===== src/rtl/plugboard_pkg.sv =====
// Shared types for the programmable plugboard: config opcodes, FSM states and the LUT entry.
package plugboard_pkg;

    localparam int PB_ALPHABET_LEN = 26;
    localparam int PB_PORTLEN      = 5;

    typedef enum logic [1:0] {
        OP_PLUG   = 2'b00,
        OP_UNPLUG = 2'b01,
        OP_CLEAR  = 2'b10,
        OP_RSVD   = 2'b11
    } cfg_op_e;

    typedef enum logic [2:0] {
        ST_IDLE,
        ST_CHECK,
        ST_WR_A,
        ST_WR_B,
        ST_CLR
    } pb_state_e;

    typedef struct packed {
        logic                  plugged;
        logic [PB_PORTLEN-1:0] partner;
    } lut_entry_t;

endpackage


===== src/rtl/plugboard_lut.sv =====
// Plugboard wiring table: one synchronous write port, combinational read ports.
// PLUGBOARD_READBACK_EN adds a fourth read port for external readback.
module plugboard_lut
    import plugboard_pkg::*;
#(
    parameter int ALPHABET_LEN = PB_ALPHABET_LEN,
    parameter int PORTLEN      = PB_PORTLEN
) (
    input  logic               clk,
    input  logic               rst_n,
    input  logic               i_wr_en,
    input  logic [PORTLEN-1:0] i_wr_addr,
    input  lut_entry_t         i_wr_data,
    input  logic [PORTLEN-1:0] i_xl_addr,
    output lut_entry_t         o_xl_data,
    input  logic [PORTLEN-1:0] i_chk_a_addr,
    output lut_entry_t         o_chk_a_data,
    input  logic [PORTLEN-1:0] i_chk_b_addr,
`ifdef PLUGBOARD_READBACK_EN
    input  logic [PORTLEN-1:0] i_bk_addr,
    output lut_entry_t         o_bk_data,
`endif
    output logic               o_chk_b_plugged
);

    localparam logic [PORTLEN:0] ALEN_W = (PORTLEN + 1)'(ALPHABET_LEN);
`ifdef PLUGBOARD_READBACK_EN
    localparam int NRD = 4;
`else
    localparam int NRD = 3;
`endif

    lut_entry_t         r_mem [ALPHABET_LEN];
    logic [PORTLEN-1:0] w_rd_addr [NRD];
    lut_entry_t         w_rd_data [NRD];

    always_ff @(posedge clk) begin
        if (!rst_n) begin
            for (int i = 0; i < ALPHABET_LEN; i++) begin
                r_mem[i] <= '0;
            end
        end else if (i_wr_en && ({1'b0, i_wr_addr} < ALEN_W)) begin
            r_mem[i_wr_addr] <= i_wr_data;
        end
    end

    // Out-of-alphabet addresses read as an unplugged, zero entry.
    genvar gi;
    generate
        for (gi = 0; gi < NRD; gi++) begin : g_rd
            assign w_rd_data[gi] = ({1'b0, w_rd_addr[gi]} < ALEN_W) ? r_mem[w_rd_addr[gi]] : '0;
        end
    endgenerate

    assign w_rd_addr[0]    = i_xl_addr;
    assign w_rd_addr[1]    = i_chk_a_addr;
    assign w_rd_addr[2]    = i_chk_b_addr;
    assign o_xl_data       = w_rd_data[0];
    assign o_chk_a_data    = w_rd_data[1];
    assign o_chk_b_plugged = w_rd_data[2].plugged;
`ifdef PLUGBOARD_READBACK_EN
    assign w_rd_addr[3]    = i_bk_addr;
    assign o_bk_data       = w_rd_data[3];
`endif

endmodule


===== src/rtl/plugboard_prog.sv =====
// Runtime-programmable plugboard: config FSM keeps the LUT symmetric, letters pass a 1-cycle stage.
// PLUGBOARD_READBACK_EN adds rd_addr/rd_data for combinational LUT readback.
module plugboard_prog
    import plugboard_pkg::*;
#(
    parameter int ALPHABET_LEN = 26,
    parameter int PORTLEN      = 5,
    parameter int MAX_CABLES   = 10,
    parameter int CNTW         = $clog2(MAX_CABLES + 1)
) (
    input  logic               clk,
    input  logic               rst_n,
    input  logic               cfg_valid,
    output logic               cfg_ready,
    input  logic [1:0]         cfg_op,
    input  logic [PORTLEN-1:0] cfg_a,
    input  logic [PORTLEN-1:0] cfg_b,
    output logic               cfg_done,
    output logic               cfg_err,
    output logic [CNTW-1:0]    cable_count,
`ifdef PLUGBOARD_READBACK_EN
    input  logic [PORTLEN-1:0] rd_addr,
    output logic [PORTLEN:0]   rd_data,
`endif
    input  logic               in_valid,
    output logic               in_ready,
    input  logic [PORTLEN-1:0] in_letter,
    output logic               out_valid,
    input  logic               out_ready,
    output logic [PORTLEN-1:0] out_letter,
    output logic               out_error
);

`ifndef SYNTHESIS
    if (PORTLEN != $clog2(ALPHABET_LEN) || PORTLEN != PB_PORTLEN) begin : g_portlen_chk
        $error("plugboard_prog: PORTLEN must equal $clog2(ALPHABET_LEN) and PB_PORTLEN");
    end
`endif

    localparam logic [PORTLEN:0]   ALEN_W   = (PORTLEN + 1)'(ALPHABET_LEN);
    localparam logic [PORTLEN-1:0] LAST_IDX = PORTLEN'(ALPHABET_LEN - 1);
    localparam logic [CNTW-1:0]    MAX_CNT  = CNTW'(MAX_CABLES);

    pb_state_e          r_state;
    cfg_op_e            r_op;
    logic [PORTLEN-1:0] r_a;
    logic [PORTLEN-1:0] r_b;
    logic [PORTLEN-1:0] r_clr_idx;
    logic [CNTW-1:0]    r_count;
    logic               r_cfg_done;
    logic               r_cfg_err;
    logic               r_out_valid;
    logic [PORTLEN-1:0] r_out_letter;
    logic               r_out_error;

    lut_entry_t         w_xl;
    lut_entry_t         w_chk_a;
    logic               w_chk_b_plugged;
    logic               w_wr_en;
    logic [PORTLEN-1:0] w_wr_addr;
    lut_entry_t         w_wr_data;
    logic               w_a_legal;
    logic               w_b_legal;
    logic               w_in_legal;
    logic               w_chk_bad;
    logic               w_cfg_fire;
    logic               w_in_fire;
`ifdef PLUGBOARD_READBACK_EN
    lut_entry_t         w_bk_data;
`endif

    plugboard_lut #(
        .ALPHABET_LEN (ALPHABET_LEN),
        .PORTLEN      (PORTLEN)
    ) u_lut (
        .clk             (clk),
        .rst_n           (rst_n),
        .i_wr_en         (w_wr_en),
        .i_wr_addr       (w_wr_addr),
        .i_wr_data       (w_wr_data),
        .i_xl_addr       (in_letter),
        .o_xl_data       (w_xl),
        .i_chk_a_addr    (r_a),
        .o_chk_a_data    (w_chk_a),
        .i_chk_b_addr    (r_b),
`ifdef PLUGBOARD_READBACK_EN
        .i_bk_addr       (rd_addr),
        .o_bk_data       (w_bk_data),
`endif
        .o_chk_b_plugged (w_chk_b_plugged)
    );

`ifdef PLUGBOARD_READBACK_EN
    assign rd_data = w_bk_data;
`endif

    assign w_a_legal  = {1'b0, r_a} < ALEN_W;
    assign w_b_legal  = {1'b0, r_b} < ALEN_W;
    assign w_in_legal = {1'b0, in_letter} < ALEN_W;

    // Config has priority: a pending cfg_valid in IDLE blocks new letters.
    assign cfg_ready  = (r_state == ST_IDLE);
    assign in_ready   = cfg_ready && !cfg_valid && (!r_out_valid || out_ready);
    assign w_cfg_fire = cfg_valid && cfg_ready;
    assign w_in_fire  = in_valid && in_ready;

    always_comb begin
        w_chk_bad = 1'b1;
        case (r_op)
            OP_PLUG:   w_chk_bad = (r_a == r_b) || !w_a_legal || !w_b_legal ||
                                   w_chk_a.plugged || w_chk_b_plugged || (r_count == MAX_CNT);
            OP_UNPLUG: w_chk_bad = !w_a_legal || !w_chk_a.plugged;
            OP_CLEAR:  w_chk_bad = 1'b0;
            default:   w_chk_bad = 1'b1;
        endcase
    end

    // For UNPLUG, r_b holds the partner captured during CHECK; both ends are written as zero.
    always_comb begin
        w_wr_en   = 1'b0;
        w_wr_addr = r_a;
        w_wr_data = '0;
        case (r_state)
            ST_WR_A: begin
                w_wr_en   = 1'b1;
                w_wr_addr = r_a;
                if (r_op == OP_PLUG) w_wr_data = {1'b1, r_b};
            end
            ST_WR_B: begin
                w_wr_en   = 1'b1;
                w_wr_addr = r_b;
                if (r_op == OP_PLUG) w_wr_data = {1'b1, r_a};
            end
            ST_CLR: begin
                w_wr_en   = 1'b1;
                w_wr_addr = r_clr_idx;
            end
            default: ;
        endcase
    end

    always_ff @(posedge clk) begin
        if (!rst_n) begin
            r_state    <= ST_IDLE;
            r_op       <= OP_PLUG;
            r_a        <= '0;
            r_b        <= '0;
            r_clr_idx  <= '0;
            r_count    <= '0;
            r_cfg_done <= 1'b0;
            r_cfg_err  <= 1'b0;
        end else begin
            r_cfg_done <= 1'b0;
            r_cfg_err  <= 1'b0;
            case (r_state)
                ST_IDLE: begin
                    if (w_cfg_fire) begin
                        r_op      <= cfg_op_e'(cfg_op);
                        r_a       <= cfg_a;
                        r_b       <= cfg_b;
                        r_clr_idx <= '0;
                        r_state   <= ST_CHECK;
                    end
                end
                ST_CHECK: begin
                    if (w_chk_bad) begin
                        r_cfg_err <= 1'b1;
                        r_state   <= ST_IDLE;
                    end else if (r_op == OP_CLEAR) begin
                        r_state <= ST_CLR;
                    end else begin
                        if (r_op == OP_UNPLUG) r_b <= w_chk_a.partner;
                        r_state <= ST_WR_A;
                    end
                end
                ST_WR_A: r_state <= ST_WR_B;
                ST_WR_B: begin
                    r_count    <= (r_op == OP_PLUG) ? r_count + CNTW'(1) : r_count - CNTW'(1);
                    r_cfg_done <= 1'b1;
                    r_state    <= ST_IDLE;
                end
                ST_CLR: begin
                    if (r_clr_idx == LAST_IDX) begin
                        r_count    <= '0;
                        r_cfg_done <= 1'b1;
                        r_state    <= ST_IDLE;
                    end else begin
                        r_clr_idx <= r_clr_idx + PORTLEN'(1);
                    end
                end
                default: r_state <= ST_IDLE;
            endcase
        end
    end

    // Output holds under backpressure; LUT writes only happen outside IDLE so never race an accept.
    always_ff @(posedge clk) begin
        if (!rst_n) begin
            r_out_valid  <= 1'b0;
            r_out_letter <= '0;
            r_out_error  <= 1'b0;
        end else if (w_in_fire) begin
            r_out_valid <= 1'b1;
            if (!w_in_legal) begin
                r_out_error  <= 1'b1;
                r_out_letter <= '0;
            end else begin
                r_out_error  <= 1'b0;
                r_out_letter <= w_xl.plugged ? w_xl.partner : in_letter;
            end
        end else if (out_ready) begin
            r_out_valid <= 1'b0;
        end
    end

    assign cable_count = r_count;
    assign cfg_done    = r_cfg_done;
    assign cfg_err     = r_cfg_err;
    assign out_valid   = r_out_valid;
    assign out_letter  = r_out_letter;
    assign out_error   = r_out_error;

endmodule


===== config.mk =====
export PLATFORM = sky130hd
export DESIGN_NAME = plugboard_prog
export DESIGN_NICKNAME = d
export VERILOG_FILES = /design/src/rtl/plugboard_pkg.sv /design/src/rtl/plugboard_lut.sv /design/src/rtl/plugboard_prog.sv
export SDC_FILE = /design/constraint.sdc
export NUM_CORES = 1
export LEC_CHECK = 0
export CAP_MARGIN = 25
export CORE_ASPECT_RATIO = 0.8
export CORE_MARGIN = 1.5
export CORE_UTILIZATION = 60
export DETAILED_ROUTE_END_ITERATION = 8
export PLACE_DENSITY_LB_ADDON = 0.08
export SYNTH_ARGS = -nofsm -noshare
export SYNTH_HDL_FRONTEND = slang
export SYNTH_SLANG_ARGS = --single-unit

===== constraint.sdc =====
create_clock -name clk -period 3.4 [get_ports clk]
set_input_delay 0.51 -clock clk [delete_from_list [all_inputs] [get_ports clk]]
set_output_delay 0.51 -clock clk [all_outputs]
set_load 0.02 [all_outputs]

==> qor.csv <==
metric,value,unit
post-layout total power,6.64,mW
post-route minimum period,2980,ps
#FFs+latches synth,235,
postcts setup bufs,0,
Routed Antenna Nets,0,
grt total ovfl,0,
"Setup violations, final",0,
Post-CTS Hold Buffers,0,
Die W,164,um
number of DRC markers in iteration 0,1272,
Worst Hold Class,flip-flop to flip-flop,
maximum vdd ir drop,0.445,mV
TritonCTS Buffers,23,
layout cells sized above 1,20.5,%
crit-path cells,"buf_4, mux2i_1, mux4_2, a221oi_2, a31o_2, o21ai_0, a31oi_1",
post-CTS resize count,0,
Ys Warns,0,
sw frac,24.8,%
Longest Clk Path Bufs,3,
clock sinks,235,
IO Pins,37,
setup tns final,0,ps
H-tree depth,1,
Mapped Cells,949,
total wire length,35900,um
Crit path max-delay family,compound AO/OA/AOI/OAI gates,
P_int,5.00,mW
Gate power share,12.2,%
CTS Root Cell,clkbuf_16,
input/output buffers,36,
CTS tree,yes,
Worst Path Max Fanout,17,
Post-Syn Area per Cell,13.1,um^2
Worst Path Buf+Inv,1,
CP endpoint kind,flip-flop,
total track usage,34.2,%
pre-CTS WS,530,ps
drt first pass iters,7,
Most used DFF post-synth,edfxtp_1,
Final WS setup,417,ps
Via Count,9040,
Area contributors post-synth,"edfxtp_1, mux4_2, dfxtp_1, nor2_1, nand2_1",
Cell Pwr Density,471,mW/mm^2
max capacitance violation total,0,
die area,0.0215,mm^2
Clock Skews,10.4,ps
WP data arrival,3380,ps
Rows,46,
Startpoint Class,flip-flop,
Post-synth EDFFs,192,
sequential fraction of design power,50.6,%
synthesized area,0.0124,mm^2
core footprint,0.0200,mm^2
Initial Utilization,61.8,%
cell taking the most area after synthesis,edfxtp_1,
vias in the first global route,8482,
clk_lat worst skew,510,ps
CP max-delay cell,dfxtp_4,
Synth-to-Final Area Change,13.8,%
post-synth top area share,46.6,%
Post-DP HPWL,26200,um
ys async rst share,0,%
leak pwr,4.95,nW
clock power share,37.2,%
f_max,335,MHz
Fin. Hold Viols,0,
clock-pin slew on the worst setup and hold paths,70,ps
RSZ-0062 raised after global routing,no,
status,completed,
Vias per Instance,6.85,
Residual DRC,0,
"Slew Viols, Final",0,
"slowest stage delay, CP",570,ps
Tightest Pin Transition,1010,ps
first-pass GRT wire length,53100,um
sequential share of the synthesized area,53.5,%
largest net degree at the start of global routing,56,
final worst-path cycle share,87.7,%
"Data required, critical path",3800,ps
nets,1067,
Routability Congestion,1.01,
WL per Instance,27.2,um
Slew HR,32.4,%
initial antenna violation count,0,
ant diodes,0,
die height,132,um
Synth cell types,69,
Switching Power,1.65,mW
kind of critical path,flip-flop to flip-flop,
-- worst min-delay path, cell delays in order (launching register included) --
cell     delay [ps]
dfxtp_1         330
nand2_1          60
o21ai_0          70
-- per-layer routing --
layer	GRT usage, %	wire, um
met2	48.5	15600
met3	9.56	4990
met5	2.87	78
met1	51.1	14000
met4	10.5	1230
-- cells in the mapped netlist, drive strengths merged (14+ instances only) --
library cell / count
a21oi: 14
buf: 25
clkbuf: 43
dfxtp: 43
edfxtp: 192
inv: 15
mux2i: 32
mux4: 107
nand2: 95
nor2: 182
nor2b: 17
nor3: 17
o21ai: 22
-- path summary, 6_finish.rpt --
path / start / to / slack, ps / depth (start not counted)
hold / removal: out_letter[4]$_SDFFE_PN0P_ / out_letter[4]$_SDFFE_PN0P_ / 500 / 2
setup / recovery: flip-flop / flip-flop / 420 / 7
hold reg to reg: out_letter[4]$_SDFFE_PN0P_ / out_letter[4]$_SDFFE_PN0P_ / 500 / 2
setup reg to reg: flip-flop / flip-flop / 420 / 7
-- layout make-up --
class / count / area [um^2]
inverter: 15 / 56.3
fill: 1413 / 5930
clock inverter: 7 / 42.5
clock buffer: 34 / 686
multi-input combinational: 666 / 5470
sequential: 235 / 6630
timing repair buffer: 99 / 883
tap: 264 / 330
-- cells in the final DEF (no fill, tap or decap), drive strengths merged, types with 5 or more instances in the layout --
cell           netlist  final
clkinv               0      5
nor2               182    182
clkdlybuf4s50        0     33
nand3               10     10
inv                 15     16
mux4               107    107
a21oi               14     14
o31ai                5      5
clkbuf              43     34
a21boi              10     10
a31oi                7      7
or3                  5      5
nor3b                9      9
and2                 6      6
nand2b               9      9
buf                 25     66
dfxtp               43     43
o211a                5      5
mux2i               32     32
nor2b               17     17
edfxtp             192    192
a22o                 5      5
o21ai               22     22
conb                 1     36
o211ai               7      7
nand2               95     95
nor3                17     17
xor2                 6      6
-- kinds of logic (layout without fill, tap and decap cells) --
kind of cell	count (synthesis)	after routing	share of synthesized area, %
fa+ha+maj	5	5	0.566
xor+xnor	10	10	0.707
other cells	1	36	0.0303
flops	235	235	53.5
buf+inv	83	155	3.40
simple gates	369	369	13.3
mux	140	140	22.5
compound gates	106	106	6.03
-- power groups by stage --
stage          Clock [mW]  Combinational, mW  Sequential, mW
2_1_floorplan           0              0.578            3.33
3_3_place_gp            0              0.775            3.41
3_5_place_dp            0              0.784            3.42
4_1_cts              2.47              0.789            3.36
5_1_grt              2.57              0.850            3.37
6_report             2.47              0.810            3.36
-- through the flow --
stage	cell area (um^2)	cells	hold WS [ps]	utilization [%]
finish	14100	1320	497	70.4
detailed placement	13400	1279	464	66.8
global route	14100	1320	525	70.4
CTS	14100	1320	478	70.4
floorplan	12500	984	472	-
global placement	13400	1279	456	66.8
-- sequential cells by signal, indices dropped and copies added (netlist names), named ones only --
register,flops
out_valid,1
r_b,5
r_clr_idx,5
r_op,2
out_error,1
cfg_done,1
cfg_err,1
u_lut.r_mem,192
cable_count,4
out_letter,5
r_a,5
r_state,3
Power figures use the tool's default switching activity.
